--- config.mk ---
export PLATFORM = sky130hd
export DESIGN_NAME = frame_buffer_arbiter_flat
export DESIGN_NICKNAME = d
export VERILOG_FILES = /design/src/rtl/frame_buffer_arbiter_if.sv /design/src/rtl/frame_buffer_arbiter.sv /design/src/flat_wrapper.sv
export SDC_FILE = /design/constraint.sdc
export NUM_CORES = 1
export LEC_CHECK = 0
export ABC_AREA = 1
export CAP_MARGIN = 20
export CORE_UTILIZATION = 44
export DETAILED_ROUTE_END_ITERATION = 8
export PLACE_DENSITY = 0.8
export SLEW_MARGIN = 20
export SYNTH_ARGS = -nofsm -noshare
export SYNTH_HDL_FRONTEND = slang
export SYNTH_SLANG_ARGS = --single-unit
--- constraint.sdc ---
create_clock -name clk -period 2.05 [get_ports clk]
set_input_delay 0.5125 -clock clk [delete_from_list [all_inputs] [get_ports clk]]
set_output_delay 0.5125 -clock clk [all_outputs]
set_load 0.05 [all_outputs]
--- src/rtl/frame_buffer_arbiter_if.sv ---
// rtl/frame_buffer_arbiter_if.sv - write/read requester and BRAM port bundle for frame_buffer_arbiter
interface frame_buffer_arbiter_if #(
  parameter int ADDR_W = 18,
  parameter int DATA_W = 24
);
  logic              wr_req;
  logic [ADDR_W-1:0] wr_addr;
  logic [DATA_W-1:0] wr_data;
  logic              wr_ack;
  logic              wr_err;
  logic              frame_done;
  logic              rd_req;
  logic [ADDR_W-1:0] rd_addr;
  logic              rd_ack;
  logic              rd_valid;
  logic [DATA_W-1:0] rd_data;
  logic              en;
  logic              we;
  logic [ADDR_W-1:0] addr;
  logic [DATA_W-1:0] din;
  logic [DATA_W-1:0] dout;

  modport master (
    output wr_req, wr_addr, wr_data, rd_req, rd_addr, dout,
    input  wr_ack, wr_err, frame_done, rd_ack, rd_valid, rd_data, en, we, addr, din
  );

  modport slave (
    input  wr_req, wr_addr, wr_data, rd_req, rd_addr, dout,
    output wr_ack, wr_err, frame_done, rd_ack, rd_valid, rd_data, en, we, addr, din
  );
endinterface

--- src/rtl/frame_buffer_arbiter.sv ---
// rtl/frame_buffer_arbiter.sv - round-robin write/read arbiter for the single-port pixel BRAM
// Optional ARB_STATS_EN adds saturating per-requester stall counters.
module frame_buffer_arbiter #(
  parameter int ADDR_W     = 18,
  parameter int DATA_W     = 24,
  parameter int NUM_PIXELS = 66564,
  parameter int RD_LATENCY = 1
) (
  input  logic        clk,
  input  logic        rst,
`ifdef ARB_STATS_EN
  output logic [15:0] wr_stall_cnt,
  output logic [15:0] rd_stall_cnt,
`endif
  frame_buffer_arbiter_if.slave bus
);

  typedef enum logic [1:0] {IDLE, ISSUE_WR, ISSUE_RD} state_t;

  localparam logic [ADDR_W:0]   NUM_PIX  = (ADDR_W+1)'(NUM_PIXELS);
  localparam logic [ADDR_W-1:0] LAST_PIX = ADDR_W'(NUM_PIXELS - 1);

  state_t            state, next_state;
  logic              last_rd;
  logic              wr_elig, rd_elig;
  logic              wr_oob, rd_oob;

  logic              en_q, en_d;
  logic              we_q, we_d;
  logic [ADDR_W-1:0] addr_q, addr_d;
  logic [DATA_W-1:0] din_q, din_d;
  logic              wr_ack_q, wr_ack_d;
  logic              wr_err_q, wr_err_d;
  logic              frame_done_q, frame_done_d;
  logic              rd_ack_q, rd_ack_d;
  logic              rd_oob_q, rd_oob_d;
  logic [ADDR_W-1:0] wr_cnt, wr_cnt_d;

  logic [RD_LATENCY-1:0] pipe_v;
  logic [RD_LATENCY-1:0] pipe_oob;
  logic                  rd_valid_q;
  logic [DATA_W-1:0]     rd_data_q;

  // A requester is not eligible on the edge that ends its own ack cycle.
  assign wr_elig = bus.wr_req && (state != ISSUE_WR);
  assign rd_elig = bus.rd_req && (state != ISSUE_RD);
  assign wr_oob  = {1'b0, bus.wr_addr} >= NUM_PIX;
  assign rd_oob  = {1'b0, bus.rd_addr} >= NUM_PIX;

  always_ff @(posedge clk) begin
    if (rst) begin
      state   <= IDLE;
      last_rd <= 1'b1;
    end else begin
      state <= next_state;
      if (next_state == ISSUE_WR) last_rd <= 1'b0;
      else if (next_state == ISSUE_RD) last_rd <= 1'b1;
    end
  end

  always_comb begin
    next_state = IDLE;
    if (wr_elig && rd_elig) next_state = last_rd ? ISSUE_WR : ISSUE_RD;
    else if (wr_elig)       next_state = ISSUE_WR;
    else if (rd_elig)       next_state = ISSUE_RD;
  end

  // Values the BRAM port and acks take during the state being entered.
  always_comb begin
    en_d         = 1'b0;
    we_d         = 1'b0;
    addr_d       = addr_q;
    din_d        = din_q;
    wr_ack_d     = 1'b0;
    wr_err_d     = 1'b0;
    frame_done_d = 1'b0;
    rd_ack_d     = 1'b0;
    rd_oob_d     = 1'b0;
    wr_cnt_d     = wr_cnt;
    case (next_state)
      ISSUE_WR: begin
        wr_ack_d = 1'b1;
        if (wr_oob) begin
          wr_err_d = 1'b1;
        end else begin
          en_d   = 1'b1;
          we_d   = 1'b1;
          addr_d = bus.wr_addr;
          din_d  = bus.wr_data;
          if (wr_cnt == LAST_PIX) begin
            wr_cnt_d     = '0;
            frame_done_d = 1'b1;
          end else begin
            wr_cnt_d = wr_cnt + 1'b1;
          end
        end
      end
      ISSUE_RD: begin
        rd_ack_d = 1'b1;
        rd_oob_d = rd_oob;
        if (!rd_oob) begin
          en_d   = 1'b1;
          addr_d = bus.rd_addr;
        end
      end
      default: ;
    endcase
  end

  always_ff @(posedge clk) begin
    if (rst) begin
      en_q         <= 1'b0;
      we_q         <= 1'b0;
      addr_q       <= '0;
      din_q        <= '0;
      wr_ack_q     <= 1'b0;
      wr_err_q     <= 1'b0;
      frame_done_q <= 1'b0;
      rd_ack_q     <= 1'b0;
      rd_oob_q     <= 1'b0;
      wr_cnt       <= '0;
    end else begin
      en_q         <= en_d;
      we_q         <= we_d;
      addr_q       <= addr_d;
      din_q        <= din_d;
      wr_ack_q     <= wr_ack_d;
      wr_err_q     <= wr_err_d;
      frame_done_q <= frame_done_d;
      rd_ack_q     <= rd_ack_d;
      rd_oob_q     <= rd_oob_d;
      wr_cnt       <= wr_cnt_d;
    end
  end

  // pipe_v[RD_LATENCY-1] is set during the cycle dout carries the issued read.
  always_ff @(posedge clk) begin
    if (rst) begin
      pipe_v     <= '0;
      pipe_oob   <= '0;
      rd_valid_q <= 1'b0;
      rd_data_q  <= '0;
    end else begin
      pipe_v[0]   <= rd_ack_q;
      pipe_oob[0] <= rd_oob_q;
      for (int i = 1; i < RD_LATENCY; i++) begin
        pipe_v[i]   <= pipe_v[i-1];
        pipe_oob[i] <= pipe_oob[i-1];
      end
      rd_valid_q <= pipe_v[RD_LATENCY-1];
      if (pipe_v[RD_LATENCY-1]) rd_data_q <= pipe_oob[RD_LATENCY-1] ? '0 : bus.dout;
    end
  end

  assign bus.en         = en_q;
  assign bus.we         = we_q;
  assign bus.addr       = addr_q;
  assign bus.din        = din_q;
  assign bus.wr_ack     = wr_ack_q;
  assign bus.wr_err     = wr_err_q;
  assign bus.frame_done = frame_done_q;
  assign bus.rd_ack     = rd_ack_q;
  assign bus.rd_valid   = rd_valid_q;
  assign bus.rd_data    = rd_data_q;

`ifdef ARB_STATS_EN
  logic [15:0] wr_stall_q, rd_stall_q;

  always_ff @(posedge clk) begin
    if (rst) begin
      wr_stall_q <= '0;
      rd_stall_q <= '0;
    end else begin
      if (wr_elig && next_state != ISSUE_WR && wr_stall_q != 16'hFFFF)
        wr_stall_q <= wr_stall_q + 16'd1;
      if (rd_elig && next_state != ISSUE_RD && rd_stall_q != 16'hFFFF)
        rd_stall_q <= rd_stall_q + 16'd1;
    end
  end

  assign wr_stall_cnt = wr_stall_q;
  assign rd_stall_cnt = rd_stall_q;
`endif

endmodule

--- src/flat_wrapper.sv ---
// flat-port wrapper written by rule: the top's interface ports become plain ports
module frame_buffer_arbiter_flat 
#(
  parameter int ADDR_W     = 18,
  parameter int DATA_W     = 24,
  parameter int NUM_PIXELS = 66564,
  parameter int RD_LATENCY = 1
)
  (clk, rst, bus_wr_req, bus_wr_addr, bus_wr_data, bus_rd_req, bus_rd_addr, bus_dout, bus_wr_ack, bus_wr_err, bus_frame_done, bus_rd_ack, bus_rd_valid, bus_rd_data, bus_en, bus_we, bus_addr, bus_din);
  frame_buffer_arbiter_if #(.ADDR_W(ADDR_W), .DATA_W(DATA_W)) bus_i ();
  input  logic clk;
  input  logic rst;
  input wire logic [$bits(bus_i.wr_req)-1:0] bus_wr_req;
  input wire logic [$bits(bus_i.wr_addr)-1:0] bus_wr_addr;
  input wire logic [$bits(bus_i.wr_data)-1:0] bus_wr_data;
  input wire logic [$bits(bus_i.rd_req)-1:0] bus_rd_req;
  input wire logic [$bits(bus_i.rd_addr)-1:0] bus_rd_addr;
  input wire logic [$bits(bus_i.dout)-1:0] bus_dout;
  output wire logic [$bits(bus_i.wr_ack)-1:0] bus_wr_ack;
  output wire logic [$bits(bus_i.wr_err)-1:0] bus_wr_err;
  output wire logic [$bits(bus_i.frame_done)-1:0] bus_frame_done;
  output wire logic [$bits(bus_i.rd_ack)-1:0] bus_rd_ack;
  output wire logic [$bits(bus_i.rd_valid)-1:0] bus_rd_valid;
  output wire logic [$bits(bus_i.rd_data)-1:0] bus_rd_data;
  output wire logic [$bits(bus_i.en)-1:0] bus_en;
  output wire logic [$bits(bus_i.we)-1:0] bus_we;
  output wire logic [$bits(bus_i.addr)-1:0] bus_addr;
  output wire logic [$bits(bus_i.din)-1:0] bus_din;
  assign bus_i.wr_req = bus_wr_req;
  assign bus_i.wr_addr = bus_wr_addr;
  assign bus_i.wr_data = bus_wr_data;
  assign bus_i.rd_req = bus_rd_req;
  assign bus_i.rd_addr = bus_rd_addr;
  assign bus_i.dout = bus_dout;
  assign bus_wr_ack = bus_i.wr_ack;
  assign bus_wr_err = bus_i.wr_err;
  assign bus_frame_done = bus_i.frame_done;
  assign bus_rd_ack = bus_i.rd_ack;
  assign bus_rd_valid = bus_i.rd_valid;
  assign bus_rd_data = bus_i.rd_data;
  assign bus_en = bus_i.en;
  assign bus_we = bus_i.we;
  assign bus_addr = bus_i.addr;
  assign bus_din = bus_i.din;
  frame_buffer_arbiter #(.ADDR_W(ADDR_W), .DATA_W(DATA_W), .NUM_PIXELS(NUM_PIXELS), .RD_LATENCY(RD_LATENCY)) u_core (.clk(clk), .rst(rst), .bus(bus_i));
endmodule
=== Word level (Yosys, flattened, before mapping) ===
Cells that the tools add are included.

* Bits in registers: 97
* Input port bits: 88
* Output and inout port bits: 73
* Logic and storage cells: 56

* Add/subtract/negate cells: 1
* Magnitude comparators: 2
* Eq/ne operators: 7
* Multiplexer cells: 18
* Bitwise operators: 3
* Reductions and logical operators: 9

{| class="wikitable"
|+ Operators with widths
! cell !! number
|-
| two-way mux 18 bit || 3
|-
| >= comparator 18 x 17 -> 1 bit (second input constant) || 2
|-
| one-hot mux 18 bit (2 select lines) || 1
|-
| two-way mux 24 bit || 1
|-
| adder 18 x 1 -> 18 bit (second input constant) || 1
|-
| equality test 18 x 17 -> 1 bit (second input constant) || 1
|-
| two-way mux 1 bit || 8
|-
| two-way mux 2 bit || 4
|-
| inequality test 2 bit (second input constant) || 3
|-
| OR reduction 2 bit || 2
|-
| logical AND 1 bit || 3
|-
| NOT 1 bit || 3
|-
| AND reduction 3 bit || 1
|-
| OR reduction 3 bit || 1
|-
| equality test 2 x 1 -> 1 bit (second input constant) || 1
|-
| equality test 2 bit (second input constant) || 1
|-
| inequality test 2 x 1 -> 1 bit (second input constant) || 1
|-
| one-hot mux 1 bit (2 select lines) || 1
|-
| AND reduction 2 bit || 1
|-
| nonzero test 2 bit || 1
|}

=== Longest topological paths before layout ===
* Word-level depth: 8
* Gate-level depth with buffers: 12
* Gate-level depth less buffers: 11

=== Worst setup path after synthesis ===
No wires, ideal clock.

* Path kind: in2reg
* Start point: in bus_wr_req
* End point: reg u_core.addr_q[13], in the netlist u_core.bus.addr[13]
* Library setup time: 0.113 ns
* Data arrival time: 1.804 ns
* Data required time: 1.937 ns
* Slack: 0.133 ns
* Stages: 9
* Path buffers: 1
* Cell sequence: o21ai_0 > o21ai_0 > inv_1 > ha_1 > inv_1 > clkbuf_1 > o21ai_0 > nor2_1 > nor2_1

* Longest elaborated chain between the ends: 6
* Elaborated cells on any way between the ends: 11
* Those cells by class: 4 x eq/ne; 3 x mux; 4 x reduce/logical

{| class="wikitable"
|+ RTL lines
! element !! RTL line !! source
|-
| from (decl) || flat_wrapper.sv:13 || <nowiki>input wire logic [$bits(bus_i.wr_req)-1:0] bus_wr_req;</nowiki>
|-
| logical AND 1 bit (*) || frame_buffer_arbiter.sv:45 || <nowiki>assign wr_elig = bus.wr_req && (state != ISSUE_WR);</nowiki>
|-
| two-way mux 2 bit or logical AND 1 bit (tied branches) || frame_buffer_arbiter.sv:64, frame_buffer_arbiter.sv:63 ||
|-
| two-way mux 2 bit (*) || frame_buffer_arbiter.sv:63 || <nowiki>if (wr_elig && rd_elig) next_state = last_rd ? ISSUE_WR : ISSUE_RD;</nowiki>
|-
| via u_core.next_state[1] || frame_buffer_arbiter.sv:23 || <nowiki>state_t state, next_state;</nowiki>
|-
| equality test 2 x 1 -> 1 bit or equality test 2 bit (tied branches) || frame_buffer_arbiter.sv:80 || <nowiki>case (next_state)</nowiki>
|-
| inequality test 2 bit (no source line) or nonzero test 2 bit (tied branches) || - ||
|-
| AND reduction 3 bit (no source line) || - ||
|-
| to (signal assigned) || frame_buffer_arbiter.sv:125 || <nowiki>addr_q <= addr_d;</nowiki>
|-
| to (decl) || frame_buffer_arbiter.sv:30 || <nowiki>logic [ADDR_W-1:0] addr_q, addr_d;</nowiki>
|}

Mark *: on every way through the listed nets, which the timed path passes. The rest lies on a longest branch.
A chain may end at the register's enable or synchronous reset.

=== Worst setup path in the final report ===
* Start point: reg u_core.rd_data_q[1], in the netlist u_core.bus.rd_data[1]
* End point: out bus_rd_data[1]

{| class="wikitable"
|+ RTL lines
! element !! RTL line !! source
|-
| from (decl) || frame_buffer_arbiter.sv:42 || <nowiki>logic [DATA_W-1:0] rd_data_q;</nowiki>
|-
| from (signal assigned) || frame_buffer_arbiter.sv:151 || <nowiki>if (pipe_v[RD_LATENCY-1]) rd_data_q <= pipe_oob[RD_LATENCY-1] ? '0 : bus.dout;</nowiki>
|-
| to (decl) || flat_wrapper.sv:24 || <nowiki>output wire logic [$bits(bus_i.rd_data)-1:0] bus_rd_data;</nowiki>
|}

No word-level cell between the ends.

==> metrics.md <==
| Metric | Value |
|---|---|
| Outcome | `finished, final reports clean` |
| Combinational family with the most area after synthesis | `simple AND/OR/NAND/NOR gates` |
| Cells after synthesis | `~640` |
| Req. time, crit path | `1.54 ns` |
| Synth Area in XOR/XNOR | `2.04%` |
| Fill cell count | `around 750` |
| Min Tclk post-route | `2.00 ns` |
| Most frequent cells in the layout | `nand2_1, dfxtp_1, clkdlybuf4s50_1` |
| First-pass GRT wire length | `approximately 18000 um` |
| Core box area | `slightly above 0.009 mm2` |
| Worst EP arrival | `between 1 and 1.5 ns` |
| IO Count | `approximately 160` |
| Clock-pin slew on the worst setup and hold paths | `approximately 0.1 ns` |
| TritonCTS clock tree | `built` |
| Gate power share | `between 20% and 30%` |
| Wire per inst | `between 10 and 15 um` |
| Max rail drop VDD | `0.377 mV` |
| Post-synthesis simple-gate area fraction | `32.7%` |
| Commonest non-fill, non-tap cell in the layout | `nand2_1` |
| Clock sinks | `between 90 and 100` |
| Internal power | `around 0.0031 W` |
| Final Wtd Congestion | `0.883` |
| Synth Cell Area | `approximately 0.0043 mm2` |
| Min-delay worst type | `reg2reg` |
| Syn Area/Cell | `between 6 and 7 um2` |
| Max-Cap Viols | `0` |
| P_sw | `~0.0015 W` |
| F_max | `~0.50 GHz` |
| Drt first pass iters | `4` |
| Endpoints failing hold | `0` |
| Switching share of power | `between 30% and 40%` |
| Clock power frac | `27.7%` |
| Slew @ Worst Pin | `about 0.56 ns` |
| CTS buffer count | `9` |
| #FFs+latches synth | `97` |
| Post-DP HPWL | `about 8500 um` |
| HP Start | `u_core.rd_oob_q$_SDFF_PP0_` |
| Relative slew slack | `roughly 63%` |
| Chip height | `~100 um` |
| Routed vias | `about 4500` |
| Yosys top cell area share | `45.3%` |
| R2R Path Start | `u_core.state[0]$_SDFF_PP0_` |
| First DRT Iteration DRCs | `~170` |
| Area growth syn-to-layout | `55.4%` |
| Tot GR Track Use | `a little over a fifth` |
| Critical path class | `reg2out` |
| Largest net degree at the start of global routing | `52` |
| CP startpoint | `u_core.bus.rd_data[1]$_SDFFE_PP0P_` |
| Final antenna-violating net count | `0` |
| Mapped Nets | `732` |
| DIE AREA | `between 0.01 and 0.015 mm2` |
| PwrDens | `around 700 mW/mm2` |
| Rows | `35` |
| Synthesized-area fraction occupied by adder cells | `less than 1%` |
| Seq/Total Area, Yosys | `between 40% and 50%` |
| Largest cells by area after synthesis | `dfxtp_1, nand2_1, a21oi_1` |
| Clock Skew | `0.0107 ns` |
| GRT Residual Overflow | `0` |
| Multiplexer area fraction after synthesis | `0%` |
| Worst Setup Start Kind | `flop` |
| Final nets | `916` |
| Port bufs | `between 150 and 200` |
| CTS H-tree lvls | `3` |
| Final Setup Violations | `0` |
| Worst-path maximum fanout | `2` |
| Die Span X | `around 100 um` |
| Worst setup EP type | `output pin` |
| Crit path max-delay family | `buffers and inverters` |
| Worst path cell trace | `clkdlybuf4s50_1` |
| Fin. max-slew vios | `0` |
| Hold WS | `around 0.43 ns` |
| Setup Total Neg Slack | `0 ns` |
| DRC Markers | `0` |
| Initial Utilization | `between 40% and 50%` |
| Synth area leader | `dfxtp_1` |
| Compound-Gate Fraction of Synth Area | `a little over a tenth` |
| Buf/Inv on CP | `1` |
| YS warnings | `0` |
| Share of cells above drive strength 1 | `10.1%` |
| Initial antenna violation count | `0` |
| ANT cells | `0` |
| CP max stage cell | `clkdlybuf4s50_1` |
| CTS Root Buffer Type | `clkbuf_8` |
| Clock Latency Late Sink | `0.36 ns` |
| Netlist cell types | `28` |
| Seq pwr share | `43.8%` |
| Mean number of vias per cell | `between 4 and 5` |
| Crit share post-route | `97.5%` |
| Cts hold-fix bufs | `0` |
| Crit path largest cell delay | `roughly 0.80 ns` |
| Vias in the first global route | `about 4200` |
| Final wirelength | `~12000 um` |
| LEAKAGE | `around 3.5 nW` |
| Max clock buf depth | `2` |
state kept, by name, summed over array words and instances (netlist names), 2 cells and up:
register / cells
u_core.bus.rd_data: 24
u_core.bus.addr: 18
u_core.state: 2
u_core.wr_cnt: 18
u_core.bus.din: 24
final timing paths:
path	end	slack, ns	cells after the start
setup / recovery	bus_rd_data[1]	0.05	1
hold / removal	u_core.pipe_oob$_SDFF_PP0_	0.43	2
setup reg to reg	u_core.bus.addr[5]$_SDFFE_PP0P_	0.27	12
hold reg to reg	u_core.pipe_oob$_SDFF_PP0_	0.43	2
metrics by stage:
stage / worst slack, ns / std cells / area, um2 / util [%] / power [W]
4_1_cts: 0.000401 / 955 / 6430 / 69.0 / 0.00464
6_report: 0.0509 / 959 / 6670 / 71.5 / 0.00468
2_1_floorplan: 0.133 / 641 / 4290 / - / 0.00282
3_3_place_gp: -0.323 / 939 / 6240 / 66.9 / 0.00333
5_1_grt: -0.0190 / 959 / 6670 / 71.5 / 0.00492
3_5_place_dp: -0.432 / 939 / 6240 / 66.9 / 0.00336
cell families (layout without fill, tap and decap cells):
| logic type | count (synthesis) | count (layout) |
|---|---|---|
| buffers and inverters | 87 | 276 |
| AO/OA/AOI/OAI | 88 | 88 |
| XOR/XNOR | 10 | 10 |
| adder cells (fa/ha/maj) | 3 | 3 |
| flip-flops | 97 | 97 |
| AND/OR/NAND/NOR | 356 | 356 |
synthesized netlist by cell type:
master and number:
a21oi_1 67, a21oi_2 1, buf_1 3, xor2_1 9, nand3_4 1, xnor2_1 1
o21ai_1 1, buf_4 3, nand2_1 234, nor2_2 1, nand4_1 3, buf_6 3
inv_1 57, clkinv_1 1, clkbuf_1 12, nand3_1 20, nor2_1 88, and2_1 1
dfxtp_1 97, nand2_2 1, a21boi_0 1, nor3_1 6, inv_2 1, buf_2 7
o21ai_0 17, ha_1 3, o21bai_1 1, nand3_2 1
power groups by stage:
stage	Sequential (W)	Clock, W	Combinational, W
3_5_place_dp	0.00209	0	0.00126
3_3_place_gp	0.00209	0	0.00124
5_1_grt	0.00206	0.00142	0.00144
2_1_floorplan	0.00243	0	0.000385
4_1_cts	0.00205	0.00134	0.00125
6_report	0.00205	0.00129	0.00134
final cells by class:
| cell class | instances | area (um2) | area share [%] |
|---|---|---|---|
| clock buffer | 9 | 124 | 1.86 |
| clock inverter | 7 | 83.8 | 1.26 |
| inverter | 59 | 224 | 3.36 |
| multi-input combinational | 457 | 2030 | 30.4 |
| sequential | 97 | 1940 | 29.1 |
| tap | 129 | 161 | 2.42 |
| timing repair buffer | 201 | 2110 | 31.6 |
routing by layer:
layer	track usage, %	wire length (um)
met1	24.1	4700
met2	40.0	5760
met3	6.38	846
met4	8.36	257
met5	0	0
what timing repair did:
item,in CTS,in global routing
gates resized for setup,15,62
setup buffers,0,1
cloned,0,3
endpoints found under the setup margin,43,100
pin swaps,0,5
(Power assumes the default switching activity.)
==> variant, RTL diff (config.mk and constraints unchanged) <==
`RD_LATENCY` is set to 1 in 2 places; all go to 2. Comments in the files are not updated.
--- a/src/rtl/frame_buffer_arbiter.sv
+++ b/src/rtl/frame_buffer_arbiter.sv
@@ -5,5 +5,5 @@
   parameter int DATA_W     = 24,
   parameter int NUM_PIXELS = 66564,
-  parameter int RD_LATENCY = 1
+  parameter int RD_LATENCY = 2
 ) (
   input  logic        clk,
--- a/src/flat_wrapper.sv
+++ b/src/flat_wrapper.sv
@@ -5,5 +5,5 @@
   parameter int DATA_W     = 24,
   parameter int NUM_PIXELS = 66564,
-  parameter int RD_LATENCY = 1
+  parameter int RD_LATENCY = 2
 )
   (clk, rst, bus_wr_req, bus_wr_addr, bus_wr_data, bus_rd_req, bus_rd_addr, bus_dout, bus_wr_ack, bus_wr_err, bus_frame_done, bus_rd_ack, bus_rd_valid, bus_rd_data, bus_en, bus_we, bus_addr, bus_din);
Formal check against the unedited RTL: not equivalent (a bounded check fails within 4 cycles, from zero or initial values and one cycle with rst high).
==> variant against the unedited design <==
  * Wire length shrank 0.15%
  * Synthesized cell count decreased by 0.31%
  * Power shrank 3.5%
  * Synthesized area up 1.1%
  * Worst setup slack lost 0.0014 ns
  * Fmax about the same
  * Design area down 1.4%
  * Global-route usage rose by 0.088 points
  * Sequential cell count grew 2
==> variant: results (changes against the unedited design) <==
outcome = finished, final reports clean (unchanged)
r2r worst-path depth = 11 (was 12)
Routed WL per cell = 12.1 um (about the same)
hold worst-path end = u_core.pipe_oob[1] (was u_core.pipe_oob)
RePlAce Congestion = 0.920 (was 0.883)
clock slew at reported path FFs = 0.11 ns
commonest cells in the netlist = nand2_1 (229), dfxtp_1 (99), nor2_1 (83), a21oi_1 (67), inv_1 (57) (was nand2_1 (234), dfxtp_1 (97), nor2_1 (88), a21oi_1 (67), inv_1 (57))
Distinct cells, synth = 31 (was 28)
Detailed Place HPWL = 8450 um (was 8500 um)
Clock Skew = 0.00915 ns (was 0.0107 ns)
Worst Setup Slack post-DPL = -0.447 ns (was -0.432 ns)
NumNets Final = 914 (was 916)
CP max stage cell = clkdlybuf4s50_1 (unchanged)
slew at the pin with the worst max-slew slack = 0.527 ns (was 0.557 ns)
leakage power = 3.25 nW (was 3.48 nW)
HP Start = u_core.pipe_oob[0] (was u_core.rd_oob_q)
Max FO, Critical Path = 1 (was 2)
Hold Path Class = reg2reg (unchanged)
wire length on met2 = 5560 um (was 5760 um)
slowest cell delay on critical path = 0.80 ns (about the same)
first-pass GRT wire length = 18100 um (was 17900 um)
Post-synth ARST share = 0 (unchanged)
vias per cell = 4.72 (was 4.74)
highest metal used = met4 (unchanged)
worst skew pair latency = 0.37 ns
worst flop-to-flop path startpoint = u_core.state[0] (unchanged)
Area contributors post-synth = dfxtp_1 (46%), nand2_1 (20%), a21oi_1 (7.7%) (was dfxtp_1 (45%), nand2_1 (20%), a21oi_1 (7.8%))
FF-to-FF End = u_core.bus.addr[0] (was u_core.bus.addr[5])
adder-cell share of the synthesized area = 0.00865 (was 0.00875)
Internal = 0.00299 W (was 0.00315 W)
Metal-1 WL = 4890 um (was 4700 um)
H-tree levels = 3 (unchanged)
Synth Area in XOR/XNOR = 0.0202 (was 0.0204)
total clock buffers created by CTS = 9 (unchanged)
Clock Path Buffers = 2 (unchanged)
vias in the first global route = 4055 (was 4223)
largest net degree at the start of global routing = 37 (was 52)
IR drop worst, VDD = 0.402 mV (was 0.377 mV)
register area share after synthesis = 0.457 (was 0.453)
total global-route track usage = 0.221 (was 0.220)
Syn Nets = 730 (was 732)
met3 wire len = 1010 um (was 846 um)
mux contribution to synthesized area = 0 (unchanged)
Synth Area in Compound Gates = 0.104 (was 0.105)
crit-path leading delay family = buffers and inverters (unchanged)
Port Buffer Count = 160 (unchanged)
Fin Setup TNS = 0 ns (unchanged)
layout cells sized above 1 = 0.101 (about the same)
Root Buffer = clkbuf_8 (unchanged)
R2R setup slack = 0.28 ns
Initial DRT Pass Iterations = 5 (was 4)
drt first-iter violations = 180 (was 167)
[variant: cell count changes in the layout (fill, tap and decap cells not counted), moves of 2 or more]
| cell | change |
|---|---|
| buf_4 | +3 |
| dlymetal6s2s_1 | -17 |
| dlygate4sd2_1 | +20 |
| inv_6 | -2 |
| clkinv_4 | +2 |
| nand2_1 | -3 |
| clkdlybuf4s50_1 | -5 |
| dfxtp_1 | +2 |
| nand3_1 | -3 |
| nor2_1 | -4 |
| nor3_1 | +2 |
[variant: layout make-up]
class	count	area, sq um
Multi-Input combinational cell	454	2010
Inverter	58	218
Clock inverter	7	72.6
Tap cell	129	161
Sequential cell	99	1980
Fill cell	787	2840
Clock buffer	9	124
Timing Repair Buffer	201	2010
[variant: cell families after synthesis]
kind of cell,after synthesis
buffers and inverters,86
DFF,99
adders and majority gates,3
AOI/OAI and AO/OA,88
and+or+nand+nor,353
xor gates and xnor gates,10
[variant: through the flow]
stage / total power, W / instances / cell area (sq um) / hold WS, ns / utilization
after global placement: 0.00333 / 934 / 6240 / 0.388 / 0.663
after CTS: 0.00454 / 952 / 6410 / 0.400 / 0.681
after global routing: 0.00474 / 957 / 6570 / 0.415 / 0.698
after floorplan: 0.00283 / 639 / 4340 / 0.388 / -
after detailed placement: 0.00335 / 934 / 6240 / 0.395 / 0.663
final: 0.00452 / 957 / 6570 / 0.399 / 0.698
[variant: how the worst max path moves through the flow]
| stage | start | end | slack, ns | cells after the start |
|---|---|---|---|---|
| 4_1_cts | u_core.bus.addr[1] | bus_addr[1] | 0.0001 | 1 |
| 2_1_floorplan | bus_wr_req | u_core.bus.addr[13] | 0.13 | 9 |
| 6_report | u_core.bus.wr_err | bus_wr_err | 0.05 | 1 |
| 5_1_grt | bus_rd_req | u_core.bus.addr[9] | 0.0006 | 13 |
| 3_3_place_gp | bus_wr_req | u_core.bus.din[19] | -0.38 | 10 |
| 3_5_place_dp | bus_rd_req | u_core.bus.din[11] | -0.45 | 9 |
[variant: metal layers]
layer / up-vias / GRT usage
li1: 2345 / -
met3: 11 / 0.0780
met2: 163 / 0.379
met1: 2000 / 0.263
met4: 0 / 0.0546
met5: - / 0
[variant: power groups by stage]
| stage | Combinational, W | Sequential (W) | Clock, W |
|---|---|---|---|
| 2_1_floorplan | 0.000380 | 0.00245 | 0 |
| 3_3_place_gp | 0.00120 | 0.00213 | 0 |
| 3_5_place_dp | 0.00122 | 0.00213 | 0 |
| 4_1_cts | 0.00120 | 0.00208 | 0.00125 |
| 5_1_grt | 0.00131 | 0.00210 | 0.00134 |
| 6_report | 0.00121 | 0.00208 | 0.00122 |
[variant: repair_timing]
action / 4_1_cts / 5_1_grt
resized for setup: 36 / 38
cloned: 0 / 1
pin swaps: 1 / 1
setup buffers: 2 / 4
endpoints found under the setup margin: 78 / 81
